--- src/rtl/snake_game_ctrl.sv ---
// Snake game controller: game-tick generation, per-player direction capture with
// reversal rejection, saturating scores and the IDLE/INIT/RUN/END game flow.
module snake_game_ctrl #(
    parameter int N_PLAYERS  = 1,
    parameter int TICK_DIV   = 500000,
    parameter int SCORE_W    = 8,
    parameter int RST_CYCLES = 4,
    parameter int DIR_INIT   = 2
) (
    input  logic                         clk,
    input  logic                         rst,
    input  logic [4*N_PLAYERS-1:0]       key_n,
    input  logic                         start_req,
    input  logic                         pause,
    input  logic                         engine_done,
    input  logic [N_PLAYERS-1:0]         engine_grow,
    output logic                         tick,
    output logic                         engine_rst,
    output logic                         engine_start,
    output logic [2*N_PLAYERS-1:0]       dir,
    output logic [SCORE_W*N_PLAYERS-1:0] score,
    output logic [1:0]                   state,
    output logic                         game_over
);

    typedef enum logic [1:0] {
        S_IDLE = 2'b00,
        S_INIT = 2'b01,
        S_RUN  = 2'b10,
        S_END  = 2'b11
    } state_e;

    localparam int CNT_W  = $clog2(TICK_DIV);
    localparam int INIT_W = $clog2(RST_CYCLES + 1);
    localparam logic [CNT_W-1:0]   TICK_LAST = CNT_W'(TICK_DIV - 1);
    localparam logic [INIT_W-1:0]  INIT_LAST = INIT_W'(RST_CYCLES - 1);
    localparam logic [1:0]         DIR_RST   = 2'(DIR_INIT);
    localparam logic [SCORE_W-1:0] SCORE_MAX = {SCORE_W{1'b1}};

    state_e              state_q, state_d;
    logic                rst_meta_q, rst_hold_q;
    logic [CNT_W-1:0]    tick_cnt_q, tick_cnt_d;
    logic [INIT_W-1:0]   init_cnt_q, init_cnt_d;
    logic                engine_start_q, engine_start_d;
    logic [1:0]          dir_q   [N_PLAYERS];
    logic [1:0]          dir_d   [N_PLAYERS];
    logic [1:0]          pend_q  [N_PLAYERS];
    logic [1:0]          pend_d  [N_PLAYERS];
    logic [SCORE_W-1:0]  score_q [N_PLAYERS];
    logic [SCORE_W-1:0]  score_d [N_PLAYERS];
    logic [2:0]          req;

    // {valid, direction}; direction codes double as priority (up > left > right > down)
    function automatic logic [2:0] key_req(input logic [3:0] kn);
        if (!kn[0])      return {1'b1, 2'd0};
        else if (!kn[2]) return {1'b1, 2'd1};
        else if (!kn[1]) return {1'b1, 2'd2};
        else if (!kn[3]) return {1'b1, 2'd3};
        else             return 3'b000;
    endfunction

    // Reset asserts asynchronously; the hold flag keeps the FSM in IDLE for two edges after release
    always_ff @(posedge clk or posedge rst) begin
        if (rst) begin
            rst_meta_q <= 1'b1;
            rst_hold_q <= 1'b1;
        end else begin
            rst_meta_q <= 1'b0;
            rst_hold_q <= rst_meta_q;
        end
    end

    always_ff @(posedge clk or posedge rst) begin
        if (rst) begin
            state_q <= S_IDLE;
        end else begin
            state_q <= state_d;
        end
    end

    always_comb begin
        state_d = state_q;
        case (state_q)
            S_IDLE:  if (start_req && !rst_hold_q) state_d = S_INIT;
            S_INIT:  if (init_cnt_q == INIT_LAST) state_d = S_RUN;
            S_RUN:   if (engine_done) state_d = S_END;
            S_END:   if (start_req) state_d = S_INIT;
            default: state_d = S_IDLE;
        endcase
    end

    always_comb begin
        tick         = 1'b0;
        engine_rst   = 1'b0;
        game_over    = 1'b0;
        engine_start = engine_start_q;
        state        = state_q;
        case (state_q)
            S_IDLE, S_INIT: engine_rst = 1'b1;
            S_RUN:          tick = !pause && (tick_cnt_q == TICK_LAST);
            S_END:          game_over = 1'b1;
            default:        engine_rst = 1'b1;
        endcase
    end

    always_comb begin
        tick_cnt_d     = '0;
        init_cnt_d     = '0;
        engine_start_d = (state_q == S_INIT) && (state_d == S_RUN);
        if (state_q == S_RUN && state_d == S_RUN) begin
            if (pause)     tick_cnt_d = tick_cnt_q;
            else if (tick) tick_cnt_d = '0;
            else           tick_cnt_d = tick_cnt_q + CNT_W'(1);
        end
        if (state_q == S_INIT && state_d == S_INIT) begin
            init_cnt_d = init_cnt_q + INIT_W'(1);
        end
    end

    // A tick commits pending and drops that cycle's request, so one turn per tick at most
    always_comb begin
        req = 3'b000;
        for (int p = 0; p < N_PLAYERS; p++) begin
            dir_d[p]   = dir_q[p];
            pend_d[p]  = pend_q[p];
            score_d[p] = score_q[p];
            req        = key_req(key_n[4*p +: 4]);
            if (state_d == S_INIT) begin
                dir_d[p]   = DIR_RST;
                pend_d[p]  = DIR_RST;
                score_d[p] = '0;
            end else if (state_q == S_RUN) begin
                if (engine_grow[p] && score_q[p] != SCORE_MAX) begin
                    score_d[p] = score_q[p] + SCORE_W'(1);
                end
                if (tick) begin
                    dir_d[p] = pend_q[p];
                end else if (!pause && req[2] && req[1:0] != ~dir_q[p]) begin
                    pend_d[p] = req[1:0];
                end
            end
        end
    end

    always_ff @(posedge clk or posedge rst) begin
        if (rst) begin
            tick_cnt_q     <= '0;
            init_cnt_q     <= '0;
            engine_start_q <= 1'b0;
            for (int p = 0; p < N_PLAYERS; p++) begin
                dir_q[p]   <= DIR_RST;
                pend_q[p]  <= DIR_RST;
                score_q[p] <= '0;
            end
        end else begin
            tick_cnt_q     <= tick_cnt_d;
            init_cnt_q     <= init_cnt_d;
            engine_start_q <= engine_start_d;
            for (int p = 0; p < N_PLAYERS; p++) begin
                dir_q[p]   <= dir_d[p];
                pend_q[p]  <= pend_d[p];
                score_q[p] <= score_d[p];
            end
        end
    end

    for (genvar g = 0; g < N_PLAYERS; g++) begin : g_pack
        assign dir[2*g +: 2]             = dir_q[g];
        assign score[SCORE_W*g +: SCORE_W] = score_q[g];
    end

endmodule

--- config.mk ---
export PLATFORM = sky130hd
export DESIGN_NAME = snake_game_ctrl
export DESIGN_NICKNAME = d
export VERILOG_FILES = /design/src/rtl/snake_game_ctrl.sv
export SDC_FILE = /design/constraint.sdc
export NUM_CORES = 1
export LEC_CHECK = 0
export ABC_AREA = 1
export BUFFER_PORTS_ARGS = -buffer_cell sky130_fd_sc_hd__buf_2
export CAP_MARGIN = 0
export CORE_MARGIN = 4
export CORE_UTILIZATION = 40
export CTS_CLUSTER_DIAMETER = 60
export DETAILED_ROUTE_END_ITERATION = 6
export PLACE_DENSITY = 0.66
export SLEW_MARGIN = 20
export SYNTH_ARGS = -nofsm -noshare
export SYNTH_HDL_FRONTEND = slang
export SYNTH_SLANG_ARGS = --single-unit
export TNS_END_PERCENT = 50
--- constraint.sdc ---
create_clock -name clk -period 2.4 [get_ports clk]
set_input_delay 0.6 -clock clk [delete_from_list [all_inputs] [get_ports clk]]
set_output_delay 0.6 -clock clk [all_outputs]
set_load 0.03 [all_outputs]
Word-level counts from Yosys, hierarchy flattened --
Cells that the tools add are included.
Storage, ports and cells: bits in registers 39, memory bits (writable) 0, latch bits 0, word-level logic and storage cells 69, memories kept 0, memory bits (read-only) 0
Cells by class: magnitude comparators 0, multipliers 0, div/mod/pow operators 0, muxes and demuxes 26, bitwise operators 1, shifts and indexed selects 0, reduce and logical (&&, ||, !) cells 19, eq/ne operators 11, add/sub/neg operators 3
Operators with widths (number):
- $mux 19 | 3
- $mux 8 | 3
- $mux 2 | 11
- $add 19x1->19 const B | 1
- $eq 19x19->1 const B | 1
- $mux 3 | 5
- $add 8x1->8 const B | 1
- $logic_and 1x1->1 | 8
- $ne 8x8->1 const B | 1
- $pmux 2 s4 | 1
- $reduce_bool 2->1 | 4
- $eq 2x2->1 const B | 3
- $eq 2x1->1 const B | 2
- $reduce_and 2->1 | 2
- $add 3x1->3 const B | 1
- $eq 3x2->1 const B | 1
- $mux 1 | 3
- $reduce_and 3->1 | 1
- $logic_not 1->1 | 2
- $logic_not 2->1 | 1
- $ne 2x1->1 const B | 1
- $ne 2x2->1 | 1
- $ne 2x2->1 const B | 1
- $not 2->2 | 1
- $reduce_or 2->1 | 1

Longest topological paths before layout --
Gate-level depths: netlist of the first run.
depth after elaboration 10, mapped depth 12

Worst setup path before layout of the first run --
Ideal clock, no wire load.
path kind reg-to-output, start register state_q[0], in the netlist state[0], end output port tick, cell stages (with the launch flop) 8, arrival 1440 ps, path slack 360 ps, path through dfrtp_1 > inv_2 > nand2_2 > inv_4 > nand2_1 > nor2_1 > nand3_1 > inv_1
On the way: word-level cells in the longest chain between the ends 2
Ends and longest elaborated chain:
- from (decl) | RTL line 40 | state_e state_q, state_d;
- from (signal assigned) | RTL line 77 | state_q <= state_d;
- $eq 2x2->1 | RTL line 98 | case (state_q)
- $mux 1 | RTL line 98
- to (decl) | RTL line 17 | output logic tick,
Every way passes these cells.

Worst setup path in the final report of the first run --
start register tick_cnt_q[0], end output port tick
On the way: word-level cells in the longest chain between the ends 3
Ends and longest elaborated chain:
- from (decl) | RTL line 42 | logic [CNT_W-1:0] tick_cnt_q, tick_cnt_d;
- from (signal assigned) | RTL line 156 | tick_cnt_q <= tick_cnt_d;
- $eq 19x19->1 | RTL line 100 | S_RUN: tick = !pause && (tick_cnt_q == TICK_LAST);
- $logic_and 1x1->1 | RTL line 100
- $mux 1 | RTL line 98
Every way passes these cells.

==> results.yml, run 1 <==
timing:
  finalCritPeriodShare: 0.919
  slew_violations: 0
  setup_viol: 0
  worst_pin_slew_ns: 0.502
  max_slew_margin: 0.665
  max_freq_mhz: 454
  rsz0062_at_grt: "false"
  post-route-min-period_ns: 2.20
  tns_ns: 0
  finClkSkew_ns: 0.00415
  holdWs_ns: 0.357
  hold_viol_final: 0
synthesis:
  ys_seq_area_frac: 0.411
  synth_area_sq_um: 2390
  async_flop_share: 1.00
  synth_edf_count: 0
  synth_fa_ha_area_frac: 0.0210
  ys_top_cells_by_count: "84 x nand2_1, 48 x inv_1, 42 x nor2_1, 35 x dfrtp_1, 34 x nand3_1"
  synth.distinct_cells: 31
  synth_cells: 326
  ys_seq_elements: 39
  synth_top_family_by_area: "simple AND/OR/NAND/NOR gates"
  yosys.area_share.simple: 0.402
  ys_warn_count: 0
  yosys.area.top_type: "dfrtp_1"
  muxShareOfSynthArea: 0
  synth_fp_nets: 340
  synth_ff_type: "dfrtp_1"
  synth.most_common_cell: "nand2_1"
  synth_xor_xnor_area_share: 0.0110
  synthTopCellsByArea: "dfrtp_1 37%, nand2_1 13%, inv_1 7.6%"
  post-synth-top-area-fraction: 0.367
  syn_area_per_cell_sq_um: 7.32
  synth-compound-area-share: 0.0566
setup_path:
  crit_arrival_ns: 1.60
  required_ns: 1.80
  reg2reg_slack_ns: 0.54
  r2r_start: "init_cnt_q[0]"
  end_kind: "primary output"
  reg2reg_depth: 10
  r2r-end: "tick_cnt_q[0]"
  crit_path_max_fanout: 4
  path_class: "flop to primary output"
  critPathLaunchType: "flop"
pwr:
  net-switching-power_mw: 0.707
  sw_frac_of_total: 0.395
  ir_drop_mv: 0.373
  pwr-share-comb: 0.336
  clockPowerShare: 0.241
  p_leak_nw: 1.27
  power_density_nw_per_um2: 673
  power.internal_mw: 1.08
  finalPower_mw: 1.79
  seqPwrFrac: 0.423
worst_hold_path:
  holdCritPathClass: "flop to flop"
  whs_path_depth: 0
  holdPathEnd: "rst_hold_q"
  holdCritStartpoint: "rst_meta_q"
flow_run:
  maxCapViolations: 0
cts:
  cts_setup_buffers: 0
  path_clk_slew_ns: 0.08
  cts_tree: "done"
  htreeDepth: 2
  cts.repair.resized: 0
  clk_latency_ns: 0.28
  cts_made_buffers: 5
  cts.sinks: 39
  root_buffer: "clkbuf_8"
  postCtsHoldBufs: 0
  cts_buffer_depth: 2
final_layout:
  areaGrowthSynthToFinish_pct: 11.6
  final_nets: 370
  n_antenna_cell: 0
  nFillCells: 563
  drive_above_1_share: 0.174
  multi_input_area_sq_um: 1170
  fin_area_sq_um: 2660
  ff_latch_area_sq_um: 981
place:
  placed_cell_area_sq_um: 2580
  portBuffers: 25
  place.gp.congestion: 0.837
  dp_hpwl_um: 3530
route:
  first_pass_iters: 4
  wl_per_cell_um: 10.9
  drt-total-wl_um: 4670
  avgViaCountPerCell: 4.86
  drtAntennaViolNets: 0
  drtIter0Drc: 100
  post-route-drc-count: 0
  num_vias: 2086
floorplanning:
  coreArea_sq_um: 5640
  die_w_um: 85.2
  io_pins: 26
  rows: 27
  initial_core_util: 0.423
  die_h_um: 85.2
  dieArea_sq_um: 7270
grt:
  grt_pass1_wl_um: 8180
  antenna_found_initial: 0
  grt_start_max_net_pins: 40
  gr-total-overflow: 0
  grt_use_total: 0.135
  grt_pass1_vias: 1858
run_status:
  outcome: "finished clean"
## flip-flops by register name, indices dropped and copies added (netlist names)
register and cells:
dir 2, engine_start 1, init_cnt_q 3, pend_q 2, rst_hold_q 1, rst_meta_q 1
score 8, state 2, tick_cnt_q 19
## area by class of cell
cell class / instances / area share
Multi-Input combinational cell: 232 / 0.441
Sequential cell: 39 / 0.368
Inverter: 51 / 0.0728
Timing Repair Buffer: 27 / 0.0526
Tap cell: 72 / 0.0338
Clock buffer: 6 / 0.0272
Clock inverter: 2 / 0.00470
## how the worst max path moves through the flow
| stage | from | end | slack (ns) | cells past startpoint |
|---|---|---|---|---|
| after floorplan | state[0] | tick | 0.36 | 7 |
| after global placement | pause | tick | 0.39 | 7 |
| after detailed placement | pause | tick | 0.38 | 7 |
| after CTS | state[0] | tick | 0.18 | 8 |
| after global routing | state[0] | tick | 0.0006 | 8 |
| final | tick_cnt_q[0] | tick | 0.20 | 6 |
## critical path, cell delays in order (launching register included)
cell	delay (ns)
dfrtp_1	0.39
ha_1	0.20
nand3_1	0.17
nor2_1	0.18
nand3_1	0.12
inv_1	0.07
buf_2	0.19
## cell usage in the layout, fill, tap and decap left out, types with 5 or more instances in the layout
cell type and n:
nand2_1 84, inv_1 48, nor2_1 42, dfrtp_1 35
nand3_1 34, buf_2 25, a21oi_1 11, o21ai_0 10
nand4_1 10, nor3_1 6, nand2_2 5, clkbuf_8 5
## cell families after synthesis
kind of cell	after synthesis
simple gates	199
xor+xnor	3
flops	39
buf+inv	55
compound gates	25
fa+ha+maj	4
other cells	1
## power groups by stage
stage               registers [mW]  logic (mW)  clock network (mW)
floorplan                    0.825       0.443                   0
global placement             0.771       0.604                   0
detailed placement           0.772       0.611                   0
CTS                          0.759       0.612               0.449
global route                 0.767       0.673               0.481
finish                       0.758       0.602               0.433
## per-layer routing
metal / up-vias / part of all wire / global-route usage
met5: - / 0 / 0
met4: 0 / 0.0086 / 0.0345
met3: 4 / 0.045 / 0.0320
met2: 43 / 0.46 / 0.221
met1: 947 / 0.48 / 0.181
li1: 1092 / - / -
## through the flow
step                      instances  utilization  setup slack [ns]
after floorplan                 326            -             0.360
after global placement          421        0.457             0.393
after detailed placement        421        0.457             0.377
after CTS                       429        0.472             0.178
after global routing            429        0.472          0.000613
final                           429        0.472             0.196
No activity file was read; power rests on OpenSTA's default activity.
==> inputs of run 2 (changes only) <==
CORE_UTILIZATION = 35   (was 40)
PLACE_DENSITY = 0.6   (was 0.66)
==> results.yml, run 2 (synthesis results as in run 1) <==
setup_path:
  path_buf_inv: 4
  critPathLaunchType: "flop"
  required_ns: 1.80
  slowest_stage: "dfrtp_1"
  path_delay_family: "buffers and inverters"
  critPathMaxStageDelay_ns: 0.45
  crit_arrival_ns: 1.61
  r2r_start: "init_cnt_q[0]"
  crit_path_start: "state[0]"
  crit_path_max_fanout: 7
  end_kind: "primary output"
  cp_cell_sequence: "inv_2, nand2_2, inv_4, nand2_1, nor2_1, nand3_1, inv_1, buf_2"
  path_class: "flop to primary output"
place:
  dpl.cell_count: 426
  dp_slack_ns: 0.393
  portBuffers: 25
  placed_cell_area_sq_um: 2580
  place.gp.congestion: 0.814
  dp_hpwl_um: 3660
grt:
  grt_pass1_wl_um: 9040
  gr-total-overflow: 0
  grt_use_total: 0.132
  antenna_found_initial: 0
  grt_start_max_net_pins: 40
  grt_pass1_vias: 2073
cts:
  postCtsHoldBufs: 0
  cts.sinks: 39
  cts_tree: "done"
  cts.repair.resized: 0
  cts_setup_buffers: 0
  htreeDepth: 2
  clk_latency_ns: 0.29
  root_buffer: "clkbuf_8"
  path_clk_slew_ns: 0.08
  cts_buffer_depth: 2
  cts_made_buffers: 5
route:
  drt-total-wl_um: 4890
  drtIter0Drc: 81
  wl_per_cell_um: 11.3
  wl_met2_um: 2270
  met3WireLength_um: 197
  first_pass_iters: 4
  post-route-drc-count: 0
  drt-met1-wl_um: 2390
  drtAntennaViolNets: 0
  avgViaCountPerCell: 4.80
  num_vias: 2082
  topRoutingLayerUsed: "met4"
final_layout:
  final_cell_mix: "84 x nand2_1, 48 x inv_1, 42 x nor2_1"
  largest_reg_flops: 19
  final_common_cell: "nand2_1"
  areaGrowthSynthToFinish_pct: 12.1
  drive_above_1_share: 0.176
  fin_area_sq_um: 2670
  top_register: "tick_cnt_q"
  fin_cells: 434
  n_antenna_cell: 0
  final_nets: 370
  nFillCells: 684
timing:
  slew_violations: 0
  hold_viol_final: 0
  rsz0062_at_grt: "false"
  tns_ns: 0
  setup_ws_ns: 0.195
  finalCritPeriodShare: 0.919
  max_freq_mhz: 453
  finClkSkew_ns: 0.00411
  post-route-min-period_ns: 2.21
  setup_viol: 0
floorplanning:
  coreArea_sq_um: 6490
  io_pins: 26
  die_w_um: 90.6
  initial_core_util: 0.367
  rows: 29
  die_h_um: 90.6
  dieArea_sq_um: 8200
pwr:
  power_density_nw_per_um2: 679
  ir_drop_mv: 0.269
  p_leak_nw: 1.26
worst_hold_path:
  holdCritPathClass: "flop to flop"
  holdCritStartpoint: "rst_meta_q"
run_status:
  outcome: "finished clean"
flow_run:
  maxCapViolations: 0
run 2: area by class of cell:
type	instances	area (sq um)	area share
sequential	39	981	0.367
tap	77	96.3	0.0360
inverter	51	194	0.0725
multi-input combinational	232	1170	0.439
timing repair buffer	27	140	0.0524
clock buffer	5	68.8	0.0257
clock inverter	3	20.0	0.00749
run 2: power breakdown:
part,total [mW],internal (mW),switching [mW]
logic,0.607,0.169,0.438
registers,0.761,0.713,0.0487
clock network,0.448,0.202,0.245
total,1.82,1.08,0.733
run 2: worst paths after layout:
path / endpoint / slack [ns] / cells after the start
worst max-delay path: tick / 0.19 / 8
worst min-delay path: rst_hold_q / 0.36 / 0
worst max register to register: tick_cnt_q[7] / 0.53 / 10
worst min register to register: rst_hold_q / 0.36 / 0
max in group asynchronous: dir[1] / 1.63 / 3
min in group asynchronous: tick_cnt_q[1] / 0.41 / 3
run 2: routing by layer:
metal  vias up  global-route usage
met5         -                   0
met4         0              0.0242
met3         7              0.0400
met2        44               0.224
met1       941               0.166
li1       1090                   -
run 2: metrics by stage:
step                total power [mW]  hold slack (ns)  utilization
global placement                1.38            0.348        0.398
CTS                             1.84            0.360        0.412
finish                          1.82            0.358        0.412
detailed placement              1.39            0.348        0.398
global route                    1.95            0.364        0.412
floorplan                       1.27            0.345            -
==> inputs of run 3 (changes only) <==
CORE_UTILIZATION = 63   (was 35)
CTS_CLUSTER_DIAMETER = 200   (was 60)
PLACE_DENSITY = 0.93   (was 0.6)
==> results.yml, run 3 (synthesis results as in run 1) <==
final_layout:
  n_antenna_cell: 0
  nFillCells: 286
  final_common_cell: "nand2_1"
  ff_latch_area_sq_um: 982
  fin_area_sq_um: 2670
  areaGrowthSynthToFinish_pct: 11.9
  top_register: "tick_cnt_q"
  fin_cells: 405
  final_cell_mix: "84 x nand2_1, 48 x inv_1, 41 x nor2_1"
  final_nets: 370
  drive_above_1_share: 0.182
  largest_reg_flops: 19
  multi_input_area_sq_um: 1180
route:
  topRoutingLayerUsed: "met4"
  first_pass_iters: 4
  num_vias: 2172
  drtIter0Drc: 169
  post-route-drc-count: 0
  wl_met2_um: 2500
  avgViaCountPerCell: 5.36
  drtAntennaViolNets: 0
  drt-total-wl_um: 5090
  met3WireLength_um: 331
  wl_per_cell_um: 12.6
  drt-met1-wl_um: 2140
pwr:
  p_leak_nw: 1.28
  ir_drop_mv: 0.361
  power_density_nw_per_um2: 739
setup_path:
  required_ns: 1.80
  critPathMaxStageDelay_ns: 0.39
  path_buf_inv: 2
  crit_arrival_ns: 1.63
  critPathLaunchType: "flop"
  slowest_stage: "dfrtp_1"
  path_class: "flop to primary output"
  path_delay_family: "simple AND/OR/NAND/NOR gates"
  cp_cell_sequence: "ha_1, nand3_1, nor2_1, nand3_1, inv_1, buf_2"
  end_kind: "primary output"
  crit_path_max_fanout: 4
  crit_top_cell: "nand3_1"
place:
  dp_hpwl_um: 3680
  dp_slack_ns: 0.375
  dpl.cell_count: 397
  place.gp.congestion: 0.828
  portBuffers: 25
  placed_cell_area_sq_um: 2550
cts:
  cts_made_buffers: 5
  cts_buffer_depth: 2
  cts_setup_buffers: 0
  root_buffer: "clkbuf_8"
  htreeDepth: 2
  clk_latency_ns: 0.30
  path_clk_slew_ns: 0.08
  cts_tree: "done"
  cts.sinks: 39
grt:
  grt_start_max_net_pins: 40
  antenna_found_initial: 0
  grt_pass1_wl_um: 8890
  grt_use_total: 0.227
  gr-total-overflow: 0
  grt_pass1_vias: 2066
timing:
  rsz0062_at_grt: "false"
  finClkSkew_ns: 0.00513
  finalCritPeriodShare: 0.929
  max_freq_mhz: 449
  setup_ws_ns: 0.171
  hold_viol_final: 0
  slew_violations: 0
  post-route-min-period_ns: 2.23
  tns_ns: 0
  setup_viol: 0
floorplanning:
  coreArea_sq_um: 3660
  rows: 22
  die_h_um: 69.5
  io_pins: 26
  dieArea_sq_um: 4840
  die_w_um: 69.5
  initial_core_util: 0.652
run_status:
  outcome: "finished clean"
flow_run:
  maxCapViolations: 0
worst_hold_path:
  holdCritPathClass: "flop to flop"
-- run 3: metrics by stage --
step | total power [mW] | util | hold slack, ns
4_1_cts | 1.98 | 0.728 | 0.360
5_1_grt | 2.09 | 0.729 | 0.367
2_1_floorplan | 1.27 | - | 0.345
3_5_place_dp | 1.40 | 0.696 | 0.349
6_report | 1.97 | 0.729 | 0.358
3_3_place_gp | 1.37 | 0.696 | 0.346
-- run 3: power by group --
group          switching, mW  internal [mW]
Combinational          0.466          0.170
Sequential            0.0461          0.714
Clock                  0.240          0.336
Total                  0.753           1.22
-- run 3: area by class of cell --
type                    instances  area share
well taps                      48      0.0225
flip-flops and latches         39       0.368
repair buffers                 27      0.0525
inverters                      51      0.0726
multi-input cells             232       0.440
clock buffers                   6      0.0309
clock inverters                 2      0.0131
-- run 3: metal layers --
metal / vias up / GRT usage
met3: 14 / 0.0493
li1: 1091 / -
met1: 988 / 0.275
met2: 79 / 0.385
met5: - / 0
met4: 0 / 0.104
-- run 3: worst reg2reg max path: stages, from the launching register on --
cell and delay [ns]:
dfrtp_1 0.36, ha_1 0.15, ha_1 0.17, inv_1 0.07, nand2_1 0.10, nand3_4 0.10
nor2_8 0.14, nand3_4 0.11, nor2_4 0.36, nand2_1 0.12, a21oi_1 0.15
-- run 3: path summary, 6_finish.rpt --
| path | startpoint | end | slack (ns) | cells after the start |
|---|---|---|---|---|
| max reg2reg | init_cnt_q[0] | tick_cnt_q[16] | 0.49 | 10 |
| min reg2reg | rst_meta_q | rst_hold_q | 0.36 | 0 |
| max in group asynchronous | rst | dir[1] | 1.65 | 3 |
| min | rst_meta_q | rst_hold_q | 0.36 | 0 |
| max | tick_cnt_q[0] | tick | 0.17 | 6 |
| min in group asynchronous | rst | tick_cnt_q[5] | 0.40 | 3 |
-- run 3: repair_timing --
| action | 4_1_cts | 5_1_grt |
|---|---|---|
| gates resized for setup | 0 | 2 |
| hold buffers | 0 | 0 |
| setup endpoints to repair | 0 | 1 |
